$ cat src/rtl/div_fixed_point.sv
// Sequential signed fixed-point divider (restoring, one quotient bit per cycle) with N/V/Z flags.
// Optional round-to-nearest (ties away from zero) when DIV_FP_ROUND_EN is defined; truncates otherwise.
module div_fixed_point #(
    parameter int DATA_WIDTH = 16,
    parameter int FRAC_BITS  = DATA_WIDTH / 2
) (
    input  logic                  clk,
    input  logic                  rst,
    input  logic                  start,
    input  logic [DATA_WIDTH-1:0] A,
    input  logic [DATA_WIDTH-1:0] B,
    output logic                  busy,
    output logic                  done,
    output logic [DATA_WIDTH-1:0] Out,
    output logic                  N,
    output logic                  V,
    output logic                  Z
);

    localparam int ITER = DATA_WIDTH + FRAC_BITS;
    localparam int CW   = $clog2(ITER + 1);
    localparam int RW   = DATA_WIDTH + 1;

    localparam logic [ITER:0] POS_LIM = {{(ITER - DATA_WIDTH + 2){1'b0}}, {(DATA_WIDTH - 1){1'b1}}};
    localparam logic [ITER:0] NEG_LIM = {{(ITER - DATA_WIDTH + 1){1'b0}}, 1'b1, {(DATA_WIDTH - 1){1'b0}}};
    localparam logic [DATA_WIDTH-1:0] SAT_POS = {1'b0, {(DATA_WIDTH - 1){1'b1}}};
    localparam logic [DATA_WIDTH-1:0] SAT_NEG = {1'b1, {(DATA_WIDTH - 1){1'b0}}};
    localparam logic [DATA_WIDTH-1:0] ONE_W   = {{(DATA_WIDTH - 1){1'b0}}, 1'b1};

    typedef enum logic [1:0] {
        S_IDLE = 2'd0,
        S_CALC = 2'd1,
        S_DONE = 2'd2
    } state_t;

    // Unsigned magnitude; the most negative code maps to 2^(DATA_WIDTH-1).
    function automatic logic [DATA_WIDTH-1:0] magnitude(input logic [DATA_WIDTH-1:0] x);
        if (x[DATA_WIDTH-1]) begin
            magnitude = ~x + ONE_W;
        end else begin
            magnitude = x;
        end
    endfunction

    state_t                state_q, state_d;
    logic [CW-1:0]         cnt_q, cnt_d;
    logic [ITER-1:0]       dvd_q, dvd_d;
    logic [DATA_WIDTH-1:0] dvs_q, dvs_d;
    logic [DATA_WIDTH-1:0] rem_q, rem_d;
    logic [ITER-1:0]       quo_q, quo_d;
    logic                  neg_q, neg_d;
    logic                  dvz_q, dvz_d;
    logic                  aneg_q, aneg_d;
    logic [DATA_WIDTH-1:0] out_q, out_d;
    logic                  v_q, v_d;
    logic                  n_q, n_d;
    logic                  z_q, z_d;
    logic                  busy_q, busy_d;
    logic                  done_q, done_d;

    logic [RW-1:0]         rem_shift_s;
    logic                  qbit_s;
    logic [RW-1:0]         rem_next_s;
    logic [ITER-1:0]       quo_next_s;
    logic [ITER:0]         qfinal_s;
    logic [DATA_WIDTH-1:0] qlow_s;
    logic                  last_s;
    logic [DATA_WIDTH-1:0] res_s;
    logic                  res_v_s;

    // One restoring step: bring down the next dividend bit and subtract the divisor if it fits.
    always_comb begin
        rem_shift_s = {rem_q, dvd_q[ITER-1]};
        qbit_s      = (rem_shift_s >= {1'b0, dvs_q});
        if (qbit_s) begin
            rem_next_s = rem_shift_s - {1'b0, dvs_q};
        end else begin
            rem_next_s = rem_shift_s;
        end
        quo_next_s = ITER'({quo_q, qbit_s});
        qfinal_s   = {1'b0, quo_next_s};
`ifdef DIV_FP_ROUND_EN
        if ({rem_next_s, 1'b0} >= {2'b00, dvs_q}) begin
            qfinal_s = qfinal_s + {{ITER{1'b0}}, 1'b1};
        end else begin
            qfinal_s = qfinal_s;
        end
`endif
        qlow_s = qfinal_s[DATA_WIDTH-1:0];
    end

    // Signed result with saturation and divide-by-zero override.
    always_comb begin
        res_s   = '0;
        res_v_s = 1'b0;
        if (dvz_q) begin
            res_s   = aneg_q ? SAT_NEG : SAT_POS;
            res_v_s = 1'b1;
        end else if (!neg_q) begin
            if (qfinal_s > POS_LIM) begin
                res_s   = SAT_POS;
                res_v_s = 1'b1;
            end else begin
                res_s   = qlow_s;
                res_v_s = 1'b0;
            end
        end else begin
            if (qfinal_s > NEG_LIM) begin
                res_s   = SAT_NEG;
                res_v_s = 1'b1;
            end else begin
                res_s   = ~qlow_s + ONE_W;
                res_v_s = 1'b0;
            end
        end
    end

    // Next-state and datapath control.
    always_comb begin
        state_d = state_q;
        cnt_d   = cnt_q;
        dvd_d   = dvd_q;
        dvs_d   = dvs_q;
        rem_d   = rem_q;
        quo_d   = quo_q;
        neg_d   = neg_q;
        dvz_d   = dvz_q;
        aneg_d  = aneg_q;
        out_d   = out_q;
        v_d     = v_q;
        n_d     = n_q;
        z_d     = z_q;
        last_s  = (cnt_q == CW'(ITER - 1));
        case (state_q)
            S_IDLE: begin
                if (start) begin
                    state_d = S_CALC;
                    cnt_d   = '0;
                    dvd_d   = {magnitude(A), {FRAC_BITS{1'b0}}};
                    dvs_d   = magnitude(B);
                    rem_d   = '0;
                    quo_d   = '0;
                    neg_d   = A[DATA_WIDTH-1] ^ B[DATA_WIDTH-1];
                    dvz_d   = (B == '0);
                    aneg_d  = A[DATA_WIDTH-1];
                end else begin
                    state_d = S_IDLE;
                end
            end
            S_CALC: begin
                cnt_d = cnt_q + {{(CW - 1){1'b0}}, 1'b1};
                dvd_d = {dvd_q[ITER-2:0], 1'b0};
                rem_d = DATA_WIDTH'(rem_next_s);
                quo_d = quo_next_s;
                if (last_s) begin
                    state_d = S_DONE;
                    out_d   = res_s;
                    v_d     = res_v_s;
                    n_d     = res_s[DATA_WIDTH-1];
                    z_d     = (res_s == '0);
                end else begin
                    state_d = S_CALC;
                end
            end
            S_DONE: begin
                state_d = S_IDLE;
            end
            default: begin
                state_d = S_IDLE;
            end
        endcase
        busy_d = (state_d != S_IDLE);
        done_d = (state_d == S_DONE);
    end

    // State and output registers with synchronous reset.
    always_ff @(posedge clk) begin
        if (rst) begin
            state_q <= S_IDLE;
            cnt_q   <= '0;
            dvd_q   <= '0;
            dvs_q   <= '0;
            rem_q   <= '0;
            quo_q   <= '0;
            neg_q   <= 1'b0;
            dvz_q   <= 1'b0;
            aneg_q  <= 1'b0;
            out_q   <= '0;
            v_q     <= 1'b0;
            n_q     <= 1'b0;
            z_q     <= 1'b1;
            busy_q  <= 1'b0;
            done_q  <= 1'b0;
        end else begin
            state_q <= state_d;
            cnt_q   <= cnt_d;
            dvd_q   <= dvd_d;
            dvs_q   <= dvs_d;
            rem_q   <= rem_d;
            quo_q   <= quo_d;
            neg_q   <= neg_d;
            dvz_q   <= dvz_d;
            aneg_q  <= aneg_d;
            out_q   <= out_d;
            v_q     <= v_d;
            n_q     <= n_d;
            z_q     <= z_d;
            busy_q  <= busy_d;
            done_q  <= done_d;
        end
    end

    assign busy = busy_q;
    assign done = done_q;
    assign Out  = out_q;
    assign N    = n_q;
    assign V    = v_q;
    assign Z    = z_q;

endmodule

$ cat config.mk
export PLATFORM = sky130hd
export DESIGN_NAME = div_fixed_point
export DESIGN_NICKNAME = d
export VERILOG_FILES = /design/src/rtl/div_fixed_point.sv
export SDC_FILE = /design/constraint.sdc
export NUM_CORES = 1
export LEC_CHECK = 0
export ABC_CLOCK_PERIOD_IN_PS = 8900
export CORE_MARGIN = 2
export CORE_UTILIZATION = 60
export CTS_CLUSTER_DIAMETER = 200
export DETAILED_ROUTE_END_ITERATION = 8
export GPL_TIMING_DRIVEN = 1
export PLACE_DENSITY = 0.89
export SKIP_LAST_GASP = 1
export SYNTH_ARGS = -nofsm -noshare
export SYNTH_HDL_FRONTEND = slang
export SYNTH_SLANG_ARGS = --single-unit
$ cat constraint.sdc
create_clock -name clk -period 8.9 [get_ports clk]
set_clock_uncertainty 0.15 [all_clocks]
set_input_delay 1.78 -clock clk [delete_from_list [all_inputs] [get_ports clk]]
set_output_delay 1.78 -clock clk [all_outputs]
set_load 0.05 [all_outputs]
==> run_results.csv <==
group,metric,value,unit
outcome,status,"finished clean",
critical_path,crit_required,9050,ps
power,p_leak,2.42,nW
power,power.density,168,nW/um^2
global_routing,grt-ovfl-total,0,
global_routing,use_met3,4.72,%
critical_path,endpoint,"Out[13]$_SDFFE_PP0P_",
global_routing,grt_pass1_vias,5086,
yosys,synth_edf_count,0,
timing,report.final.setup_viol,0,
finish,n_antenna_cell,0,
finish,fin_util,69.9,%
clocking,clockBufferDepth,2,
critical_path,r2r_end,"Out[13]$_SDFFE_PP0P_",
critical_path,worst_ep_arrival_time,5440,ps
critical_path,rr_worst_depth,18,
finish,nFillCells,818,
placement,gp_congestion,0.958,
critical_path,path_class,"reg2reg",
die,rows,35,
critical_path,crit_start,"dvs_q[1]$_SDFFE_PP0P_",
finish,final_common_cell,"nor2_1",
die,core_area,9280,sq um
clocking,ctsResizeCount,0,
clocking,path_clk_slew,100,ps
yosys,synth_area_per_cell,7.99,sq um
yosys,ys_seq_area_share,35.0,%
clocking,cts_tree,"built",
die,die_w,102,um
global_routing,grt_use_met2,49.1,%
detailed_routing,routed_via_density,6.31,
global_routing,grt_max_degree,99,
detailed_routing,wire_per_inst,16.4,um
timing,drv_slew,0,
detailed_routing,vias,5527,
finish,regArea,2020,sq um
die,io_pins,56,
yosys,async_flop_share,0,%
timing,worstMarginPinSlew,1240,ps
yosys,ys_ff_latch,101,
yosys,ys.flop_type,"dfxtp_1",
clocking,htreeDepth,3,
die,initial_core_util,62.2,%
timing,final-hold-violation-count,0,
finish,nets,799,
detailed_routing,ant_nets,0,
critical_path,r2r-start,"dvs_q[1]$_SDFFE_PP0P_",
critical_path,path_max_fanout,18,
global_routing,antenna_found_initial,0,
yosys,syn_inst,723,
critical_path,max_stage_delay,520,ps
finish,finalNonFillerCells,876,
flow_run,max_cap_viol_count,0,
detailed_routing,first_iter_violations,550,
timing,max_freq,189,MHz
global_routing,grt_pass1_wl,23.8,mm
critical_path,start_kind,"register",
placement,dp_hpwl,10.2,mm
detailed_routing,firstDrtPassIters,7,
power,ir_drop,128,uV
finish,final_cell_mix,"nor2_1 (110), dfxtp_1 (101), nand2_1 (61)",
yosys,ys_types,64,
die,dieHeight,102,um
clocking,cts.sinks,101,
finish,multi_input_area,3440,sq um
min_path,hold_class,"reg2reg",
critical_path,crit_chain,"inv_1, ha_1, nor2b_1, o31ai_1, a21oi_1, o41a_1, o21a_1, clkinv_1, ha_1, or3b_1, or3_1, nor4_4, or2_4, nand2_2, a311oi_1, a21oi_1, a211o_1, a21oi_2",
global_routing,grtUsageTotal,28.5,%
timing,rsz0062_at_grt,"no",
finish,synthToLayoutAreaGrowth,12.3,%
placement,placed_cells,861,
detailed_routing,drt-total-wl,14.4,mm
clocking,clk_latency,360,ps
clocking,cts_buffers,9,
yosys,yosysWarningCount,0,
global_routing,met1_usage,36.5,%
timing,fin_tns_setup,0,ps
clocking,ctsRootBufferMaster,"clkbuf_8",
die,dieArea,10400,sq um
clocking,cts_setup_buffers,0,
yosys,synth_nets,779,
clocking,hold_buffers,0,
placement,io_buffer_count,55,
critical_path,r2r_slack,3600,ps
timing,min_period,5300,ps
critical_path,cp-end-kind,"register",
detailed_routing,drcViolationCount,0,
global_routing,grt.busiest_layer,"met2",
finish,drive_gt1_share,5.09,%
yosys,netlist_area,5780,sq um
timing,finalCritPeriodShare,59.5,%
critical_path,critical_path.slowest_cell,"or3_1",
timing,slew_headroom,16.9,%
[per-stage QoR]
stage          area, sq um  power (W)  hold WS (ps)  setup WS [ps]
6_report              6490    0.00109           316           3600
3_3_place_gp          6320   0.000819           292           3920
3_5_place_dp          6320   0.000832           309           3750
5_1_grt               6490    0.00115           341           3090
4_1_cts               6480    0.00109           323           3710
2_1_floorplan         5780   0.000759           290           3900
[worst min path at each step]
stage | startpoint | to | slack (ps) | cells past startpoint
after floorplan | dvs_q[0]$_SDFFE_PP0P_ | dvs_q[0]$_SDFFE_PP0P_ | 290 | 2
after CTS | Out[8]$_SDFFE_PP0P_ | Out[8]$_SDFFE_PP0P_ | 320 | 2
final | Out[0]$_SDFFE_PP0P_ | Out[0]$_SDFFE_PP0P_ | 320 | 2
after global placement | Out[9]$_SDFFE_PP0P_ | Out[9]$_SDFFE_PP0P_ | 290 | 2
after detailed placement | Out[13]$_SDFFE_PP0P_ | Out[13]$_SDFFE_PP0P_ | 310 | 2
after global routing | Out[8]$_SDFFE_PP0P_ | Out[8]$_SDFFE_PP0P_ | 340 | 2
[report_power, final]
part           leakage, nW  internal (W)  switching [W]
combinational         1.52      0.000135       0.000210
clock               0.0787      0.000101       0.000158
sequential           0.821      0.000471      0.0000154
[worst max-delay path, delay by kind of cell, from the launching register on]
family | cells | cell delay, ps
buf+inv | 2 | 220
compound gates | 8 | 2240
fa+ha+maj | 2 | 500
flops | 1 | 390
simple gates | 6 | 1710
[cell usage after synthesis, types with 4 or more instances]
cell | number | area share (%)
a211oi_1 | 33 | 4.3
a21o_1 | 5 | 0.65
a21oi_1 | 32 | 2.8
a222oi_1 | 14 | 2.4
a22oi_1 | 33 | 4.3
a31oi_1 | 5 | 0.54
a32oi_1 | 5 | 0.76
and2_1 | 6 | 0.65
and3_1 | 4 | 0.43
buf_2 | 7 | 0.61
clkbuf_1 | 38 | 2.5
dfxtp_1 | 101 | 35
ha_1 | 20 | 4.3
inv_1 | 29 | 1.9
mux2i_1 | 4 | 0.69
nand2_1 | 61 | 4.0
nand2b_1 | 11 | 1.2
nand3_1 | 11 | 0.95
nand4_1 | 6 | 0.65
nor2_1 | 110 | 7.1
nor2b_1 | 5 | 0.54
nor3_1 | 13 | 1.1
nor4_1 | 8 | 0.87
o21a_1 | 7 | 0.91
o21ai_0 | 27 | 2.3
o31ai_1 | 15 | 1.9
o41ai_1 | 7 | 1.1
or2_2 | 5 | 0.54
or3_1 | 12 | 1.3
or4_1 | 8 | 1.0
xnor2_1 | 16 | 2.4
xor2_1 | 17 | 2.6
[cells by family after synthesis]
kind of cell / Yosys count / share of synthesized area, %
AO/OA/AOI/OAI: 208 / 26.0
XOR/XNOR: 33 / 5.00
adder cells (fa/ha/maj): 21 / 4.68
buffers and inverters: 81 / 5.81
flip-flops: 101 / 35.0
multiplexers: 4 / 0.693
AND/OR/NAND/NOR: 275 / 22.8
[registers in the layout, indices dropped and copies added, names as in the netlist]
signal	flops
Out	16
V	1
Z	1
aneg_q	1
busy	1
cnt_q	5
done	1
dvd_q	16
dvs_q	16
dvz_q	1
neg_q	1
quo_q	23
rem_q	16
state_q	2
[metal layers]
metal | share of wire [%] | vias to the layer above
met2 | 49 | 203
met3 | 6.3 | 22
li1 | - | 2674
met4 | 1.6 | 0
met1 | 43 | 2628
met5 | 0 | -
[cell type report]
cell class              count  share of cell area [%]
clock inverters             5                   0.579
clock buffers              10                    1.97
repair buffers             60                    8.99
flip-flops and latches    101                    31.2
multi-input cells         541                    53.1
well taps                 129                    2.49
inverters                  30                    1.74
No activity file was read; power rests on OpenSTA's default activity.
